`src/rtl/mem_stage.sv`:
```
// mem_stage: RV32I load/store stage with valid/ready memory port and writeback beat; MEM_STAGE_MISALIGN_TRAP_EN enables misaligned-access traps
module mem_stage (
  input  logic        clk,
  input  logic        rst,
  input  logic        ex_valid,
  output logic        ex_ready,
  input  logic [31:0] ex_inst,
  input  logic [31:0] ex_result,
  input  logic [31:0] ex_rs2,
  output logic        mem_req_valid,
  input  logic        mem_req_ready,
  output logic [31:0] mem_addr,
  output logic        mem_we,
  output logic [3:0]  mem_wmask,
  output logic [31:0] mem_wdata,
  input  logic        mem_rsp_valid,
  input  logic [31:0] mem_rdata,
  output logic        wb_valid,
  output logic        wb_we,
  output logic [4:0]  wb_rd,
  output logic [31:0] wb_data,
  output logic        wb_trap
);
  typedef enum logic [1:0] {IDLE, REQ, WAIT} state_t;
  state_t state, state_n;
  logic [2:0] f3, f3_q;
  logic [4:0] rd, rd_q;
  logic [1:0] a;
  logic [31:0] res_q, wdata, fmt;
  logic [3:0] wmask;
  logic [15:0] half;
  logic [7:0] byte_sel;
  logic is_ld, is_st, is_mem, mis, fire;
  assign f3 = ex_inst[14:12];
  assign rd = ex_inst[11:7];
  assign a = ex_result[1:0];
  assign is_ld = ex_inst[6:0] == 7'b0000011;
  assign is_st = ex_inst[6:0] == 7'b0100011;
  assign is_mem = is_ld | is_st;
  assign ex_ready = state == IDLE;
  assign mem_req_valid = state == REQ;
  assign fire = ex_valid & ex_ready;
`ifdef MEM_STAGE_MISALIGN_TRAP_EN
  assign mis = is_mem & (f3[1] ? |a : f3[0] ? a[0] : 1'b0);
`else
  assign mis = 1'b0;
`endif
  assign wmask = f3[1] ? 4'b1111 : f3[0] ? (a[1] ? 4'b1100 : 4'b0011) : 4'b0001 << a;
  assign wdata = f3[1] ? ex_rs2 : f3[0] ? {2{ex_rs2[15:0]}} : {4{ex_rs2[7:0]}};
  assign half = res_q[1] ? mem_rdata[31:16] : mem_rdata[15:0];
  assign byte_sel = res_q[0] ? half[15:8] : half[7:0];
  assign fmt = f3_q[1] ? mem_rdata
             : f3_q[0] ? {{16{~f3_q[2] & half[15]}}, half}
             : {{24{~f3_q[2] & byte_sel[7]}}, byte_sel};
  always_comb begin
    state_n = state;
    state_n = state == IDLE ? ((fire & is_mem & ~mis) ? REQ : IDLE)
            : state == REQ ? (mem_req_ready ? (mem_we ? IDLE : WAIT) : REQ)
            : (mem_rsp_valid ? IDLE : WAIT);
  end
  always_ff @(posedge clk or posedge rst) begin
    if (rst) begin
      state <= IDLE;
      f3_q <= '0;
      rd_q <= '0;
      res_q <= '0;
      mem_addr <= '0;
      mem_we <= 1'b0;
      mem_wmask <= '0;
      mem_wdata <= '0;
      wb_valid <= 1'b0;
      wb_we <= 1'b0;
      wb_rd <= '0;
      wb_data <= '0;
      wb_trap <= 1'b0;
    end else begin
      state <= state_n;
      wb_valid <= 1'b0;
      wb_we <= 1'b0;
      wb_trap <= 1'b0;
      if (fire) begin
        f3_q <= f3;
        rd_q <= rd;
        res_q <= ex_result;
        if (is_mem & ~mis) begin
          mem_addr <= {ex_result[31:2], 2'b00};
          mem_we <= is_st;
          mem_wmask <= is_st ? wmask : 4'b0000;
          mem_wdata <= is_st ? wdata : 32'h0;
        end else begin
          wb_valid <= 1'b1;
          wb_we <= ~mis & (rd != 5'd0);
          wb_trap <= mis;
          wb_rd <= rd;
          wb_data <= ex_result;
        end
      end
      if (state == REQ && mem_req_ready && mem_we) begin
        wb_valid <= 1'b1;
        wb_rd <= rd_q;
        wb_data <= res_q;
      end
      if (state == WAIT && mem_rsp_valid) begin
        wb_valid <= 1'b1;
        wb_we <= rd_q != 5'd0;
        wb_rd <= rd_q;
        wb_data <= fmt;
      end
    end
  end
endmodule

```
`config.mk`:
```
export PLATFORM = sky130hd
export DESIGN_NAME = mem_stage
export DESIGN_NICKNAME = d
export VERILOG_FILES = /design/src/rtl/mem_stage.sv
export SDC_FILE = /design/constraint.sdc
export NUM_CORES = 1
export LEC_CHECK = 0
export BUFFER_PORTS_ARGS = -buffer_cell sky130_fd_sc_hd__buf_2
export CORE_MARGIN = 2
export CORE_UTILIZATION = 50
export DETAILED_ROUTE_END_ITERATION = 16
export PLACE_DENSITY = 0.78
export SYNTH_ARGS = -nofsm -noshare
export SYNTH_HDL_FRONTEND = slang
export SYNTH_SLANG_ARGS = --single-unit
```
`constraint.sdc`:
```
create_clock -name clk -period 6.2 [get_ports clk]
set_input_delay 0.93 -clock clk [delete_from_list [all_inputs] [get_ports clk]]
set_output_delay 0.93 -clock clk [all_outputs]
set_load 0.1 [all_outputs]
```
After elaboration in Yosys (flattened, before gate mapping)
Cells that the tools add are included.
{"block": "totals", "regBits": 148, "elab_cells": 65}
{"block": "classes", "eq_ne": 5, "n_shift": 1, "n_mux": 32, "bitwise_logic": 6, "n_reduce_logical": 9}
{"cell": "$mux 32", "n": 9}
{"cell": "$mux 5", "n": 4}
{"cell": "$mux 16", "n": 1}
{"cell": "$mux 4", "n": 4}
{"cell": "$mux 2", "n": 5}
{"cell": "$reduce_bool 5->1", "n": 2}
{"cell": "$mux 1", "n": 8}
{"cell": "$mux 8", "n": 1}
{"cell": "$eq 7x2->1 const B", "n": 1}
{"cell": "$eq 7x6->1 const B", "n": 1}
{"cell": "$and 1x1->1", "n": 4}
{"cell": "$reduce_and 2->1", "n": 2}
{"cell": "$shl 1x2->4 const A", "n": 1}
{"cell": "$logic_and 1x1->1", "n": 3}
{"cell": "$ne 3x1->1 const B", "n": 1}
{"cell": "$reduce_bool 3->1", "n": 1}
{"cell": "$eq 2x1->1 const B", "n": 1}
{"cell": "$eq 2x2->1 const B", "n": 1}
{"cell": "$logic_not 2->1", "n": 1}
{"cell": "$not 1->1", "n": 1}
{"cell": "$or 1x1->1", "n": 1}

Depth between registers and ports, before layout
Gate-level depths: netlist of the first run.
{"block": "depth", "depth_word": 6, "depth_mapped": 8}

Worst setup path after synthesis of the first run
OpenSTA, ideal clock, no wires.
{"block": "synth_path", "path_kind": "reg2out", "startpoint": "register state[0]", "endpoint": "output ex_ready", "t_arrival_ns": 1.682, "required_ns": 5.270, "slack_ns": 3.588, "path_stages_with_launch": 2, "n_path_buf": 0, "path_cell_list": "dfrtp_1 nor2_1"}
{"block": "synth_via", "elab_chain_cells": 1}
{"element": "start, declared", "line": "25", "rtl": "state_t state, state_n;"}
{"element": "start signal, assigned", "line": "77", "rtl": "state <= state_n;"}
{"element": "$logic_not 2->1", "line": "40", "rtl": "assign ex_ready = state == IDLE;"}
{"element": "end, declared", "line": "6", "rtl": "output logic ex_ready,"}
Every way passes these cells.

Final worst setup path of the first run
{"block": "layout_path", "startpoint": "input ex_inst[3]", "endpoint": "register wb_data[0]"}
{"block": "layout_via", "elab_chain_cells": 4, "word_cells_on_any_way": 5}
{"element": "start, declared", "line": "7", "rtl": "input logic [31:0] ex_inst,"}
{"element": "$eq 7x2->1 / $eq 7x6->1 (equally long branches)", "line": "37, 38"}
{"element": "$or 1x1->1 (*)", "line": "39", "rtl": "assign is_mem = is_ld | is_st;"}
{"element": "$ne 3x1->1 (no line) (*)"}
{"element": "$reduce_and 2->1 (no line) (*)"}
{"element": "end signal, assigned", "line": "95", "rtl": "wb_data <= ex_result;"}
{"element": "end signal, assigned", "line": "101", "rtl": "wb_data <= res_q;"}
{"element": "end signal, assigned", "line": "107", "rtl": "wb_data <= fmt;"}
{"element": "end, declared", "line": "21", "rtl": "output logic [31:0] wb_data,"}
Every way passes the cells marked *; elsewhere a longest branch is shown, timed or not.
A chain may end at the register's enable or synchronous reset.

==> flow_summary.toml, run 1 <==
[clocking]
cts_resized = 0
numCtsBuffers = 17
clkTransAtPathRegs_ps = 60
clock-sinks = 148
tritoncts = "yes"
cts_setup_buffers = 0
insertion_delay_ps = 420
cts-root-buf = "clkbuf_16"
cts.path.max_buffers = 2
h-tree-depth = 4
postCtsHoldBufs = 0

[min_path]
hp-class = "flip-flop to flip-flop"

[yosys]
avgSynthCellArea_um2 = 10.9
synth_cell_types = 45
yosysTopAreaCell = "dfrtp_1"
ys_seq_elements = 148
syn_area_um2 = 7030
yosysWarnings = 0
yosys_most_used_dff = "dfrtp_1"
async_flop_share_pct = 100
synthesis.instances = 647
synth_edf_count = 0
ys_seq_area_share_pct = 52.7
yosys.area.top_type_share_pct = 52.7
synthTopCellsByArea = "dfrtp_1, mux2_2, nand2_1"
synth.most_common_cell = "dfrtp_1"
synth_common_cells = "dfrtp_1, nand2_1, mux2_2, o21ai_0, clkbuf_1"

[timing]
tightest_slew_ps = 1060
fmax_mhz = 332
fin_skew_ps = 8.06
setup_ws_ps = 3180
maxSlewViolCount = 0
finalHoldViolations = 0
min_period_ps = 3020
post-route-period-util_pct = 48.7
final-setup-viol-count = 0
slew_headroom_pct = 29.0
rsz0062_at_grt = "no"
timing.hold.ws_ps = 468
finalSetupTns_ps = 0

[global_routing]
overflow = 0
grt_start_max_net_pins = 105
grt_usage_pct = 25.8
grt_pass1_wl_um = 29400
grt_pass1_vias = 5522
antenna_found_initial = 1

[placement]
place.gp.congestion = 0.874
dpl.hpwl_um = 13200
place_ws_ps = 2770
port_buffers = 223

[run_status]
outcome = "finished, final reports clean"

[worst_setup_path]
arrival_ps = 3320
startpoint_type = "primary input"
crit_required_ps = 6500
path_class = "primary input to flip-flop"
path_max_fanout = 36
cp-end-kind = "flip-flop"

[power]
power_density_nw_per_um2 = 350
ir_drop_v = 0.000255
leakage_nw = 4.32

[die]
dieWidth_um = 123
placementRows = 43
initial_core_util_pct = 50.9
io-pin-count = 244
chipHeight_um = 123
coreArea_um2 = 13800
die-area_um2 = 15000

[drt]
viasPerCell = 5.66
ant_nets = 0
drt_wl_total_um = 19000
drt_iter0_markers = 509
wl_per_cell_um = 18.3
drtPass1Iterations = 5
drc_errors = 0
vias = 5869

[final_layout]
drive_gt1_share_pct = 41.5
final.fill_count = 1170
nets = 978
area_delta_synth_final_pct = 24.5
post-route-util_pct = 63.4

[job]
cap_violations = 0
[final cells by class]
cell class / count / area, um^2 / area share, %
Multi-Input combinational cell: 438 / 3070 / 35.0
Tap cell: 180 / 225 / 2.57
Timing Repair Buffer: 232 / 1180 / 13.5
Sequential cell: 148 / 3700 / 42.3
Clock inverter: 11 / 87.6 / 1.00
Clock buffer: 19 / 453 / 5.17
Inverter: 8 / 35.0 / 0.400
Antenna cell: 1 / 2.50 / 0.0286
[layout by cell type (no fill, tap or decap), types with 2 or more instances in the layout]
master	instances
clkbuf_16	17
clkinvlp_4	3
a31oi_1	5
a22o_1	17
buf_4	9
mux2_2	87
o221ai_1	16
o21ai_0	54
nand3_1	14
conb_1	3
nand2_1	96
nand4_1	14
o31ai_1	16
clkinv_2	7
dfrtp_1	148
or4_1	2
mux2i_1	16
clkbuf_8	2
a21oi_1	19
nor2b_1	31
inv_1	6
nor3_1	5
nor2_1	7
a221o_1	16
buf_2	223
[kinds of logic (layout without fill, tap and decap cells)]
kind of cell	count (synthesis)	count (layout)	synth area share, %
simple gates	180	180	12.3
mux	104	104	16.5
other cells	1	4	0.0533
flops	148	148	52.7
compound gates	151	151	14.6
buf+inv	63	270	3.88
[critical path, cell delays in order]
cell	delay, ps
buf_2	100
or4_4	530
o21a_1	180
buf_4	260
nor2_2	730
inv_1	350
a2bb2oi_1	210
[state kept, by name, indices dropped and copies added, names as in the netlist]
name and cells:
state 2, f3_q 3, mem_we 1, mem_wmask 4, mem_wdata 32, mem_addr 30
res_q 32, wb_we 1, wb_rd 5, wb_data 32, wb_valid 1, rd_q 5
[routing by layer]
layer / track usage, % / part of all wire (%)
met1: 36.0 / 44
met2: 39.9 / 48
met3: 5.62 / 5.9
met4: 8.98 / 1.8
met5: 0 / 0
[path summary, 6_finish.rpt]
check,from,endpoint,slack (ps),depth (start not counted)
worst max register to register,state[0],mem_wdata[26],3470,5
min in group asynchronous,rst,mem_wdata[1],650,2
worst min-delay path,mem_wdata[10],mem_wdata[10],470,2
max in group asynchronous,rst,wb_data[22],4230,3
worst min register to register,mem_wdata[10],mem_wdata[10],470,2
worst max-delay path,ex_inst[3],wb_data[0],3180,7
[through the flow]
step	total power [W]	cells	area, um^2
detailed placement	0.00213	1006	8220
floorplan	0.00194	649	7040
CTS	0.00308	1036	8760
global placement	0.00211	1006	8220
finish	0.00306	1037	8760
global route	0.00317	1037	8760
[report_power, final]
group          switching, W  leakage, nW  internal, W
registers         0.0000687         1.87      0.00107
clock network      0.000390        0.266     0.000562
logic              0.000773         2.19     0.000195
total               0.00123         4.32      0.00183
Note: power is estimated with default switching activity, not from simulation.
==> run 2, diff against run 1 <==
--- a/config.mk
+++ b/config.mk
@@ -5,9 +5,10 @@
 export SDC_FILE = /design/constraint.sdc
 export NUM_CORES = 1
 export LEC_CHECK = 0
+export ABC_AREA = 1
 export BUFFER_PORTS_ARGS = -buffer_cell sky130_fd_sc_hd__buf_2
 export CORE_MARGIN = 2
-export CORE_UTILIZATION = 50
+export CORE_UTILIZATION = 51
 export DETAILED_ROUTE_END_ITERATION = 16
 export PLACE_DENSITY = 0.78
 export SYNTH_ARGS = -nofsm -noshare
==> constraint.sdc (replaced) <==
create_clock -name clk -period 3.1 [get_ports clk]
set_input_delay 0.465 -clock clk [delete_from_list [all_inputs] [get_ports clk]]
set_output_delay 0.465 -clock clk [all_outputs]
set_load 0.1 [all_outputs]
==> flow_summary.toml, run 2 <==
[timing]
fmax_mhz = 437
tightest_slew_ps = 801
min_period_ps = 2290
fin_skew_ps = 5.52
slew_headroom_pct = 46.5
finalHoldViolations = 0
final-setup-viol-count = 0
finalSetupTns_ps = 0
maxSlewViolCount = 0
timing.hold.ws_ps = 180
rsz0062_at_grt = "no"
post-route-period-util_pct = 73.8

[min_path]
hp-class = "primary input to async pin"

[die]
coreArea_um2 = 14400
initial_core_util_pct = 51.9
dieWidth_um = 125
chipHeight_um = 125
placementRows = 44
die-area_um2 = 15700
io-pin-count = 244

[yosys]
avgSynthCellArea_um2 = 7.54
synth_common_cells = "nand2_1, dfrtp_1, o21ai_0, inv_1"
synthTopCellsByArea = "dfrtp_1, nand2_1, o21ai_0"
yosysWarnings = 0
async_flop_share_pct = 100
yosysTopAreaCell = "dfrtp_1"
yosys_most_used_dff = "dfrtp_1"
ys_seq_elements = 148
syn_area_um2 = 7490
ys_seq_area_share_pct = 49.4
synthesis.instances = 993
yosys.area.top_type_share_pct = 49.4
synth.most_common_cell = "nand2_1"
synth_cell_types = 29
synth_edf_count = 0

[power]
p_sw_w = 0.00245
pwr-share-clk_pct = 32.1
leakage_nw = 5.17
ir_drop_v = 0.000366
power_density_nw_per_um2 = 669
p_int_w = 0.00367
swShare_pct = 40.1
p_comb_share_pct = 31.1
share_seq_of_total_power_pct = 36.8

[placement]
dpl.hpwl_um = 15400
dp_cells = 1356
place.gp.congestion = 0.890
port_buffers = 223
detailed_place.area_um2 = 8600

[final_layout]
largest_registers = "mem_wdata x32, res_q x32, wb_data x32"
layout_common_cells = "nand2_1, buf_2, dfrtp_1"
final_common_cell = "nand2_1"
drive_gt1_share_pct = 23.6
register_area_um2 = 3700
area_delta_synth_final_pct = 22.2
multi_input_area_um2 = 3070
final_cells = 1388
final.fill_count = 1333
post-route-util_pct = 63.5
nets = 1324
final_cell_area_um2 = 9160

[clocking]
cts_setup_buffers = 0
cts_resized = 0
h-tree-depth = 4
postCtsHoldBufs = 0
clkTransAtPathRegs_ps = 60
cts.path.max_buffers = 2
insertion_delay_ps = 420
numCtsBuffers = 17
cts-root-buf = "clkbuf_16"
tritoncts = "yes"
clock-sinks = 148

[worst_setup_path]
path_class = "flip-flop to output port"
r2r-start = "res_q[1]"
arrival_ps = 1820
r2r-end = "wb_data[19]"
rr_worst_depth = 9
path_max_fanout = 10
startpoint_type = "flip-flop"
ff2ff_setup_slack_ps = 1040
cp-end-kind = "output port"
crit_required_ps = 2630

[drt]
wl_per_cell_um = 15.2
ant_nets = 0
drt_wl_total_um = 21100
drt_iter0_markers = 519
viasPerCell = 5.13
drtPass1Iterations = 5
vias = 7123
drc_errors = 0

[run_status]
outcome = "finished, final reports clean"

[global_routing]
grt_pass1_vias = 6688
overflow = 0
grt_usage_pct = 27.5
grt_start_max_net_pins = 58
antenna_found_initial = 5
grt_pass1_wl_um = 34300

[job]
cap_violations = 0
-- run 2: final cells by class --
type	count	area share, %
Antenna cell	3	0.0820
Clock buffer	24	5.15
Clock inverter	5	0.847
Inverter	93	3.91
Multi-Input combinational cell	694	33.6
Sequential cell	148	40.5
Tap cell	184	2.51
Timing Repair Buffer	237	13.5
-- run 2: worst max path at each step --
stage	from	to	slack, ps	cells after the start
after global placement	ex_inst[4]	wb_rd[0]	990	8
after floorplan	rst	f3_q[0]	770	1
final	state[0]	mem_req_valid	810	3
after global routing	state[0]	mem_req_valid	720	3
after detailed placement	ex_inst[4]	wb_rd[3]	980	8
after CTS	state[0]	mem_req_valid	800	3
-- run 2: layer usage --
| metal | up-vias | global-route usage (%) | part of all wire (%) | wire [um] |
|---|---|---|---|---|
| li1 | 3539 | - | - | - |
| met1 | 3299 | 37.1 | 43 | 9140 |
| met2 | 247 | 43.8 | 48 | 10100 |
| met3 | 36 | 6.97 | 6.8 | 1420 |
| met4 | 2 | 9.48 | 2.1 | 450 |
| met5 | - | 0 | 0.033 | 7 |
-- run 2: power groups by stage --
stage	Sequential, W	Combinational (W)	Clock, W
after detailed placement	0.00228	0.00191	0
final	0.00225	0.00190	0.00196
after CTS	0.00225	0.00191	0.00198
after floorplan	0.00334	0.000474	0
after global routing	0.00228	0.00202	0.00209
after global placement	0.00228	0.00189	0
-- run 2: worst max-delay path, cell delays in order, from the launching register on --
cell	delay, ps
dfrtp_1	440
inv_1	110
nor2_2	340
buf_2	510
-- run 2: kinds of logic after synthesis --
logic type,share of synthesized area [%]
muxes,0.802
DFF,49.4
other,0.0501
and+or+nand+nor,26.7
AOI/OAI and AO/OA,13.4
buffers and inverters,9.64
-- run 2: through the flow --
stage	total power, W	setup WS, ps
floorplan	0.00382	774
global placement	0.00416	988
detailed placement	0.00419	978
CTS	0.00615	802
global route	0.00639	719
finish	0.00612	812
==> run 3, diff against run 2 <==
==> config.mk (replaced) <==
export PLATFORM = sky130hd
export DESIGN_NAME = mem_stage
export DESIGN_NICKNAME = d
export VERILOG_FILES = /design/src/rtl/mem_stage.sv
export SDC_FILE = /design/constraint.sdc
export NUM_CORES = 1
export LEC_CHECK = 0
export ABC_AREA = 0
export BUFFER_PORTS_ARGS = -buffer_cell sky130_fd_sc_hd__buf_2
export CORE_MARGIN = 2
export CORE_UTILIZATION = 46
export DETAILED_ROUTE_END_ITERATION = 16
export PLACE_DENSITY = 0.75
export SYNTH_ARGS = -nofsm -noshare
export SYNTH_HDL_FRONTEND = slang
export SYNTH_SLANG_ARGS = --single-unit
==> constraint.sdc (replaced) <==
create_clock -name clk -period 1.85 [get_ports clk]
set_input_delay 0.2775 -clock clk [delete_from_list [all_inputs] [get_ports clk]]
set_output_delay 0.2775 -clock clk [all_outputs]
set_load 0.1 [all_outputs]
==> flow_summary.toml, run 3 (same netlist as run 1, synthesis figures left out) <==
[final_layout]
final.fill_count = 1299
layout_common_cells = "buf_2, dfrtp_1, nand2_1"
area_delta_synth_final_pct = 31.6
drive_gt1_share_pct = 43.6
largest_registers = "mem_wdata x32, res_q x32, wb_data x32"
final_cells = 1076
nets = 1007
final_common_cell = "buf_2"

[timing]
slew_headroom_pct = 65.7
final-setup-viol-count = 0
fmax_mhz = 562
finalHoldViolations = 0
tightest_slew_ps = 519
post-route-period-util_pct = 96.1
fin_skew_ps = 10.0
min_period_ps = 1780
setup_ws_ps = 72.2
maxSlewViolCount = 0
rsz0062_at_grt = "yes"

[die]
placementRows = 45
dieWidth_um = 128
io-pin-count = 244
die-area_um2 = 16300
coreArea_um2 = 15100
initial_core_util_pct = 46.6
chipHeight_um = 128

[clocking]
cts-root-buf = "clkbuf_16"
numCtsBuffers = 17
insertion_delay_ps = 420
h-tree-depth = 4
cts.path.max_buffers = 2
clock-sinks = 148
tritoncts = "yes"
clkTransAtPathRegs_ps = 60

[global_routing]
grt_start_max_net_pins = 55
antenna_found_initial = 1
grt_usage_pct = 24.4
grt_pass1_vias = 5678
overflow = 0
grt_pass1_wl_um = 30700

[worst_setup_path]
cp-end-kind = "flip-flop"
path_class = "flip-flop to flip-flop"
cpPeakStageDelay_ps = 510
crit_required_ps = 2140
critical-path-top-delay-family = "compound AO/OA/AOI/OAI gates"
worst-path-buf-inv = 0
path_cells = "mux4_2 > a21o_1 > o221ai_1 > nand4_1"
arrival_ps = 2070
path_max_fanout = 8
startpoint_type = "flip-flop"
cpMaxStageDelayCell = "mux4_2"

[power]
ir_drop_v = 0.000857
p_sw_w = 0.00422
leakage_nw = 4.56
p_comb_share_pct = 31.0
power_density_nw_per_um2 = 1170
swShare_pct = 38.9
total_power_w = 0.0109
share_seq_of_total_power_pct = 35.1
pwr-share-clk_pct = 33.9
p_int_w = 0.00663

[run_status]
outcome = "finished, final reports clean"

[drt]
wl_per_cell_um = 18.6
ant_nets = 0
drt_iter0_markers = 417
vias = 5920
drtPass1Iterations = 4
drc_errors = 0
drt_wl_total_um = 20000
viasPerCell = 5.50

[job]
cap_violations = 0

[placement]
port_buffers = 223
dp_cells = 1039
dpl.hpwl_um = 14500
place_ws_ps = -138
place.gp.congestion = 0.906

[min_path]
hp-class = "primary input to flip-flop"
## run 3: cell type report
cell class	count	area (um^2)	share of cell area, %
multi-input cells	438	3090	33.4
well taps	188	235	2.54
inverters	8	33.8	0.365
diodes	1	2.50	0.0270
clock inverters	11	176	1.91
clock buffers	21	450	4.87
repair buffers	261	1560	16.9
flip-flops and latches	148	3700	40.0
## run 3: through the flow
stage          area, um^2  TNS (ps)  hold WS [ps]  util, %
3_3_place_gp         8550     -1770           277     56.7
6_report             9260         0          88.7     61.4
4_1_cts              9190         0          70.9     60.9
2_1_floorplan        7050    -47200           381        -
3_5_place_dp         8550     -2290           274     56.7
5_1_grt              9260     -36.0          82.4     61.4
## run 3: final timing paths
kind,from,to,slack [ps],cells after the start
min in group asynchronous,rst,wb_rd[1],390,3
max in group asynchronous,rst,mem_addr[28],870,4
hold / removal,mem_rsp_valid,state[1],90,2
setup reg to reg,res_q[1],wb_data[9],70,4
setup / recovery,res_q[1],wb_data[9],70,4
hold reg to reg,mem_wdata[17],mem_wdata[17],470,2
## run 3: routing by layer
metal | track usage [%] | vias up | share of wire [%]
met5 | 0 | - | 0
met4 | 9.24 | 0 | 2.6
met3 | 4.63 | 36 | 4.9
met2 | 37.5 | 196 | 47
met1 | 34.5 | 2887 | 46
li1 | - | 2801 | -
## run 3: power groups by stage
| stage | combinational (W) | sequential [W] | clock (W) |
|---|---|---|---|
| 6_report | 0.00336 | 0.00381 | 0.00368 |
| 5_1_grt | 0.00350 | 0.00385 | 0.00390 |
| 4_1_cts | 0.00336 | 0.00381 | 0.00373 |
| 3_5_place_dp | 0.00336 | 0.00386 | 0 |
| 3_3_place_gp | 0.00333 | 0.00385 | 0 |
| 2_1_floorplan | 0.000764 | 0.00572 | 0 |
## run 3: repair_timing
item                                    CTS  global route
pin swaps                                 0             2
hold buffers                              1             0
cloned                                    0             1
endpoints found under the setup margin    1             8
setup buffers                             0             2
endpoints found under the hold margin     9             0
gates resized for setup                   1             4
